**config.mk**
```make
export PLATFORM = sky130hd
export DESIGN_NAME = bullet_controller
export DESIGN_NICKNAME = d
export VERILOG_FILES = /design/src/rtl/bullet_controller.sv
export SDC_FILE = /design/constraint.sdc
export NUM_CORES = 1
export LEC_CHECK = 0
export ABC_CLOCK_PERIOD_IN_PS = 4400
export BUFFER_PORTS_ARGS = -buffer_cell sky130_fd_sc_hd__buf_2
export CAP_MARGIN = 20
export CORE_ASPECT_RATIO = 0.9
export CORE_MARGIN = 1
export CORE_UTILIZATION = 40
export DETAILED_ROUTE_END_ITERATION = 8
export GPL_ROUTABILITY_DRIVEN = 0
export PLACE_DENSITY = 0.65
export SLEW_MARGIN = 10
export SYNTH_ARGS = -nofsm -noshare
export SYNTH_HDL_FRONTEND = slang
export SYNTH_SLANG_ARGS = --single-unit
export TNS_END_PERCENT = 1
```
**constraint.sdc**
```tcl
create_clock -name Clk -period 4.4 [get_ports Clk]
set_input_delay 0.44 -clock Clk [delete_from_list [all_inputs] [get_ports Clk]]
set_output_delay 0.44 -clock Clk [all_outputs]
set_load 0.01 [all_outputs]
```
**src/rtl/bullet_controller.sv**
```systemverilog
// bullet_controller: single player bullet for a VGA shooter.
// Launches a bullet from the player's muzzle on a fire-key rising edge, moves
// it up BULLET_SPEED rows per frame tick, and ends the flight on a hit or when
// the next step would pass TOP_Y.
// Optional feature macro: BULLET_COOLDOWN_EN (refire lockout of COOLDOWN_FRAMES
// frame ticks after every flight end). Default build: feature disabled.
module bullet_controller #(
    parameter int BULLET_SPEED    = 4,
    parameter int PLAYER_Y        = 440,
    parameter int PLAYER_HALF_W   = 16,
    parameter int TOP_Y           = 0,
    parameter int COOLDOWN_FRAMES = 8
) (
    input  logic       Clk,
    input  logic       Reset_N,
    input  logic       frame_clk,
    input  logic       fire,
    input  logic [9:0] playerX,
    input  logic       hit,
    output logic       bullet_in,
    output logic [9:0] bulletX,
    output logic [9:0] bulletY,
    output logic       hit_ack,
    output logic [7:0] shots_fired
);

    typedef enum logic [1:0] {
        ST_IDLE     = 2'd0,
        ST_FLIGHT   = 2'd1,
        ST_COOLDOWN = 2'd2
    } state_e;

    localparam logic [9:0]  SPEED_C    = 10'(BULLET_SPEED);
    localparam logic [9:0]  HALF_W_C   = 10'(PLAYER_HALF_W);
    localparam logic [9:0]  LAUNCH_Y_C = 10'(PLAYER_Y - 4);
    // One extra bit so TOP_Y + BULLET_SPEED cannot wrap in the comparison.
    localparam logic [10:0] FLOOR_C    = 11'(TOP_Y + BULLET_SPEED);

    // Reject configurations the counter/arithmetic cannot represent.
    if (COOLDOWN_FRAMES < 1 || COOLDOWN_FRAMES > 255 || BULLET_SPEED < 1) begin : g_bad_cfg
        $error("bullet_controller: unsupported parameter value");
    end

    state_e     state_q, state_d;
    logic [9:0] bullet_x_q, bullet_x_d;
    logic [9:0] bullet_y_q, bullet_y_d;
    logic       hit_ack_q, hit_ack_d;
    logic [7:0] shots_q, shots_d;
    logic       frame_prev_q;
    logic       fire_prev_q;
    logic       frame_tick_s;
    logic       fire_rise_s;
    logic       flight_end_s;
`ifdef BULLET_COOLDOWN_EN
    logic [7:0] cool_cnt_q, cool_cnt_d;
`endif

    // Single-register edge detectors; both inputs are already in the Clk domain.
    assign frame_tick_s = frame_clk & ~frame_prev_q;
    assign fire_rise_s  = fire & ~fire_prev_q;

    // Next-state and datapath decisions for the bullet FSM.
    always_comb begin
        state_d      = state_q;
        bullet_x_d   = bullet_x_q;
        bullet_y_d   = bullet_y_q;
        hit_ack_d    = 1'b0;
        shots_d      = shots_q;
        flight_end_s = 1'b0;
`ifdef BULLET_COOLDOWN_EN
        cool_cnt_d   = cool_cnt_q;
`endif
        case (state_q)
            ST_IDLE: begin
                if (fire_rise_s) begin
                    // Muzzle column is latched once; the bullet does not follow the player.
                    bullet_x_d = playerX + HALF_W_C;
                    bullet_y_d = LAUNCH_Y_C;
                    shots_d    = shots_q + 8'd1;
                    state_d    = ST_FLIGHT;
                end else begin
                    state_d = ST_IDLE;
                end
            end
            ST_FLIGHT: begin
                // Hit wins over a simultaneous frame tick; fire is ignored here.
                if (hit) begin
                    hit_ack_d    = 1'b1;
                    flight_end_s = 1'b1;
                end else if (frame_tick_s) begin
                    if ({1'b0, bullet_y_q} >= FLOOR_C) begin
                        bullet_y_d = bullet_y_q - SPEED_C;
                    end else begin
                        flight_end_s = 1'b1;
                    end
                end else begin
                    flight_end_s = 1'b0;
                end
                if (flight_end_s) begin
`ifdef BULLET_COOLDOWN_EN
                    state_d    = ST_COOLDOWN;
                    cool_cnt_d = 8'(COOLDOWN_FRAMES);
`else
                    state_d    = ST_IDLE;
`endif
                end else begin
                    state_d = ST_FLIGHT;
                end
            end
            ST_COOLDOWN: begin
`ifdef BULLET_COOLDOWN_EN
                if (frame_tick_s) begin
                    if (cool_cnt_q <= 8'd1) begin
                        cool_cnt_d = 8'd0;
                        state_d    = ST_IDLE;
                    end else begin
                        cool_cnt_d = cool_cnt_q - 8'd1;
                    end
                end else begin
                    cool_cnt_d = cool_cnt_q;
                end
`else
                // Unreachable without the cooldown feature; recover to IDLE.
                state_d = ST_IDLE;
`endif
            end
            default: begin
                state_d = ST_IDLE;
            end
        endcase
    end

    // State, datapath and edge-detect registers with asynchronous clear.
    always_ff @(posedge Clk or negedge Reset_N) begin
        if (!Reset_N) begin
            state_q      <= ST_IDLE;
            bullet_x_q   <= 10'd0;
            bullet_y_q   <= 10'd0;
            hit_ack_q    <= 1'b0;
            shots_q      <= 8'd0;
            frame_prev_q <= 1'b0;
            fire_prev_q  <= 1'b0;
        end else begin
            state_q      <= state_d;
            bullet_x_q   <= bullet_x_d;
            bullet_y_q   <= bullet_y_d;
            hit_ack_q    <= hit_ack_d;
            shots_q      <= shots_d;
            frame_prev_q <= frame_clk;
            fire_prev_q  <= fire;
        end
    end

`ifdef BULLET_COOLDOWN_EN
    // Refire lockout counter.
    always_ff @(posedge Clk or negedge Reset_N) begin
        if (!Reset_N) begin
            cool_cnt_q <= 8'd0;
        end else begin
            cool_cnt_q <= cool_cnt_d;
        end
    end
`endif

    assign bullet_in   = (state_q == ST_FLIGHT);
    assign bulletX     = bullet_x_q;
    assign bulletY     = bullet_y_q;
    assign hit_ack     = hit_ack_q;
    assign shots_fired = shots_q;

endmodule

```
==> out/summary.txt <==
Antenna-violating nets left -> 0
Number of instances in the synthesized netlist -> 134
CP startpoint kind -> flop
Final total negative setup slack -> 0 ps
Startpoint of the most critical register-to-register path -> bulletY[2]
Capture point of the worst reg-to-reg path -> bulletY[7]
Final setup violating endpoints -> 0
F_max -> 553.3 MHz
Fraction of registers with async set/reset -> 100.0%
Largest fanout on the critical path -> 6
Reg clk slew, reported paths -> 60 ps
Iter 0 DRT Violations -> 32
Number of iterations in the first detailed-routing pass -> 4
Clock network fraction of design power -> 27.7%
Routed wire length on met3 -> 136 um
Fraction of final layout cells sized beyond drive strength 1 -> 30.17%
Critical path data arrival time -> 1940 ps
Standard-cell row count -> 19
Met1 layer wirelength in the final routing -> 1288 um
# IOs -> 45
Num CTS Buffers -> 5
All-layer global routing usage -> 17.13%
Pin count of the biggest net entering global routing -> 31
Total vias in the final route -> 1100
Final global-route overflow total -> 0
Post-synth EDFFs -> 0
CTS tree -> done
Switching Share -> 30.86%
Detailed placer's ending HPWL -> 2010 um
Outcome -> completed
Portion of total power attributed to combinational logic -> 21.7%
Die area -> 3738 sq um
Setup slack of the most critical reg-to-reg path -> 2590 ps
Transition time at the pin with the least slew margin -> 646.2 ps
Insertion delay to the later sink of the worst-skew pair -> 270 ps
Vias in the first global route -> 1085
Yosys warning total -> 0
Post-detailed-route via-to-cell ratio -> 4.977
Internal power component -> 0.0005015 W
Number of buffers inserted for hold repair after clock tree synthesis -> 0
Placeable core area -> 3186 sq um
Number of cells on the worst reg-to-reg path -> 5
WL final -> 2814 um
Sequential cell area fraction in the yosys report -> 53.67%
Share of the cycle needed by the critical path after routing -> 41.08%
Time the final worst path needs with I/O delays and setup -> 1808 ps
Initial Utilization -> 43.91%
Routed met2 length -> 1374 um
Power share of the sequential group -> 50.7%
Dominant synthesized flop cell -> sky130_fd_sc_hd__dfrtp_1
Die height -> 58.10 um
Synthesized area per cell -> 10.44 sq um
Instance area after placement -> 1642 sq um
Inserted Diodes -> 0
Final worst clock skew -> 3.806 ps
Wirelength per Cell -> 12.73 um
Finished Cell Area -> 1718 sq um
Cells resized by post-CTS repair -> 0
Power density over the cells -> 422.2 nW/um^2
Number of buffers inserted by port buffering -> 42
Antenna violations before repair -> 0
Total power -> 0.0007254 W
Endpoint class of the critical path -> flop
Path class of the lowest-slack min-delay path -> in -> async
Seq cells post-synth -> 30
Remaining routing DRC violations -> 0
Root cell of the clock tree -> sky130_fd_sc_hd__clkbuf_8
Bufs on Longest Clock Path -> 2
Hold Slack -> 188.4 ps
Global-route wire length before repair -> 4850 um
Final-report max-slew violation count -> 0
Top routing layer in use -> met4
Net count reported at finish -> 198
Relative slew slack -> 56.92%
Growth of design area from synthesis to finish -> 22.81%
Post-CTS setup-driven buffer insertion count -> 0
Leakage power summed over all cells -> 0.8060 nW
VDD IR-drop max -> 0.2184 mV
Number of maximum-capacitance constraint violations -> 0
Net switching power -> 0.0002239 W
Netlist cell types -> 37
Number of clock sinks -> 30
Max H-tree Level -> 2
Setup repair after global routing missed its margin -> no
Netlist Area Pre-Place -> 1399 sq um
Type of the worst setup path -> reg -> reg
Number of hold violations in the final report -> 0
Required time of the critical path -> 4530 ps
Die width -> 64.34 um
[layout by cell type (no fill, tap or decap), types with 3 or more instances in the layout]
| cell type | n |
|---|---|
| sky130_fd_sc_hd__buf_2 | 42 |
| sky130_fd_sc_hd__dfrtp_1 | 30 |
| sky130_fd_sc_hd__nand2_1 | 28 |
| sky130_fd_sc_hd__xnor2_1 | 9 |
| sky130_fd_sc_hd__nand3_1 | 8 |
| sky130_fd_sc_hd__o21ai_0 | 7 |
| sky130_fd_sc_hd__clkbuf_8 | 5 |
| sky130_fd_sc_hd__ha_1 | 4 |
| sky130_fd_sc_hd__nand2b_1 | 3 |
| sky130_fd_sc_hd__nor2_1 | 3 |
| sky130_fd_sc_hd__xor2_1 | 3 |
| sky130_fd_sc_hd__nand4_1 | 3 |
[worst max-delay path, cell delays in order (launching register included)]
cell	delay, ps
sky130_fd_sc_hd__dfrtp_1	430
sky130_fd_sc_hd__ha_1	220
sky130_fd_sc_hd__or4_4	580
sky130_fd_sc_hd__o211ai_4	220
sky130_fd_sc_hd__or4b_1	140
sky130_fd_sc_hd__nand3_1	60
[synth_stat cells (all sizes together), types with 2 or more instances]
library cell,instances,area [sq um]
a21oi,2,10.01
inv,2,7.510
and3,2,12.51
o21ai,8,40.03
and2,2,12.51
mux2i,2,20.02
nor2,5,23.77
or4,2,18.77
buf,3,20.01
nand2b,3,18.77
xnor2,9,78.83
ha,4,50.05
nand4,3,18.77
dfrtp,30,750.7
nand2,28,105.1
clkbuf,3,11.26
xor2,3,26.28
nand3,8,40.04
[metrics by stage]
stage	util, %	cells	setup slack (ps)
finish	53.93	221	2593
global route	53.93	221	2517
CTS	53.93	221	2584
detailed placement	51.53	214	2579
global placement	51.53	214	2619
floorplan	-	135	2638
[routing by layer]
layer / GRT usage (%) / up-vias
li1: - / 544
met1: 20.68 / 526
met2: 28.42 / 27
met3: 5.709 / 3
met4: 6.667 / 0
met5: 0 / -
[final cells by class]
type	count	area (sq um)
tap	42	52.55
fill	298	1468
multi-input combinational	97	613.1
inverter	2	7.507
timing repair buffer	43	217.7
clock buffer	7	76.32
sequential	30	750.7
[worst max path at each step]
stage,to,depth (start not counted),slack [ps],startpoint
2_1_floorplan,bulletY[7],5,2640,bulletY[2]
3_3_place_gp,shots_fired[6],5,2620,fire
3_5_place_dp,shots_fired[5],5,2580,fire
4_1_cts,bulletY[7],5,2580,bulletY[2]
5_1_grt,bulletY[7],5,2520,bulletY[2]
6_report,bulletY[7],5,2590,bulletY[2]
[flip-flops by register name, summed over array words and instances, names as in the netlist]
signal        flops
bulletX          10
state_q           1
shots_fired       8
hit_ack           1
fire_prev_q       1
frame_prev_q      1
bulletY           8
[power by group through the flow]
stage	combinational, W	clock, W	sequential, W
5_1_grt	0.000176	0.000224	0.000375
4_1_cts	0.000161	0.000209	0.000368
3_5_place_dp	0.000160	0	0.000372
2_1_floorplan	0.0000674	0	0.000388
6_report	0.000157	0.000201	0.000368
3_3_place_gp	0.000157	0	0.000368
[kinds of logic (layout without fill, tap and decap cells)]
group / count (synthesis) / after routing / synth area share (%)
simple gates: 61 / 61 / 22.90
mux: 2 / 2 / 1.431
flops: 30 / 30 / 53.67
xor+xnor: 12 / 12 / 7.514
compound gates: 16 / 16 / 7.872
fa+ha+maj: 4 / 4 / 3.578
other cells: 1 / 2 / 0.2681
buf+inv: 8 / 52 / 2.772
No activity file was read; power rests on OpenSTA's default activity.
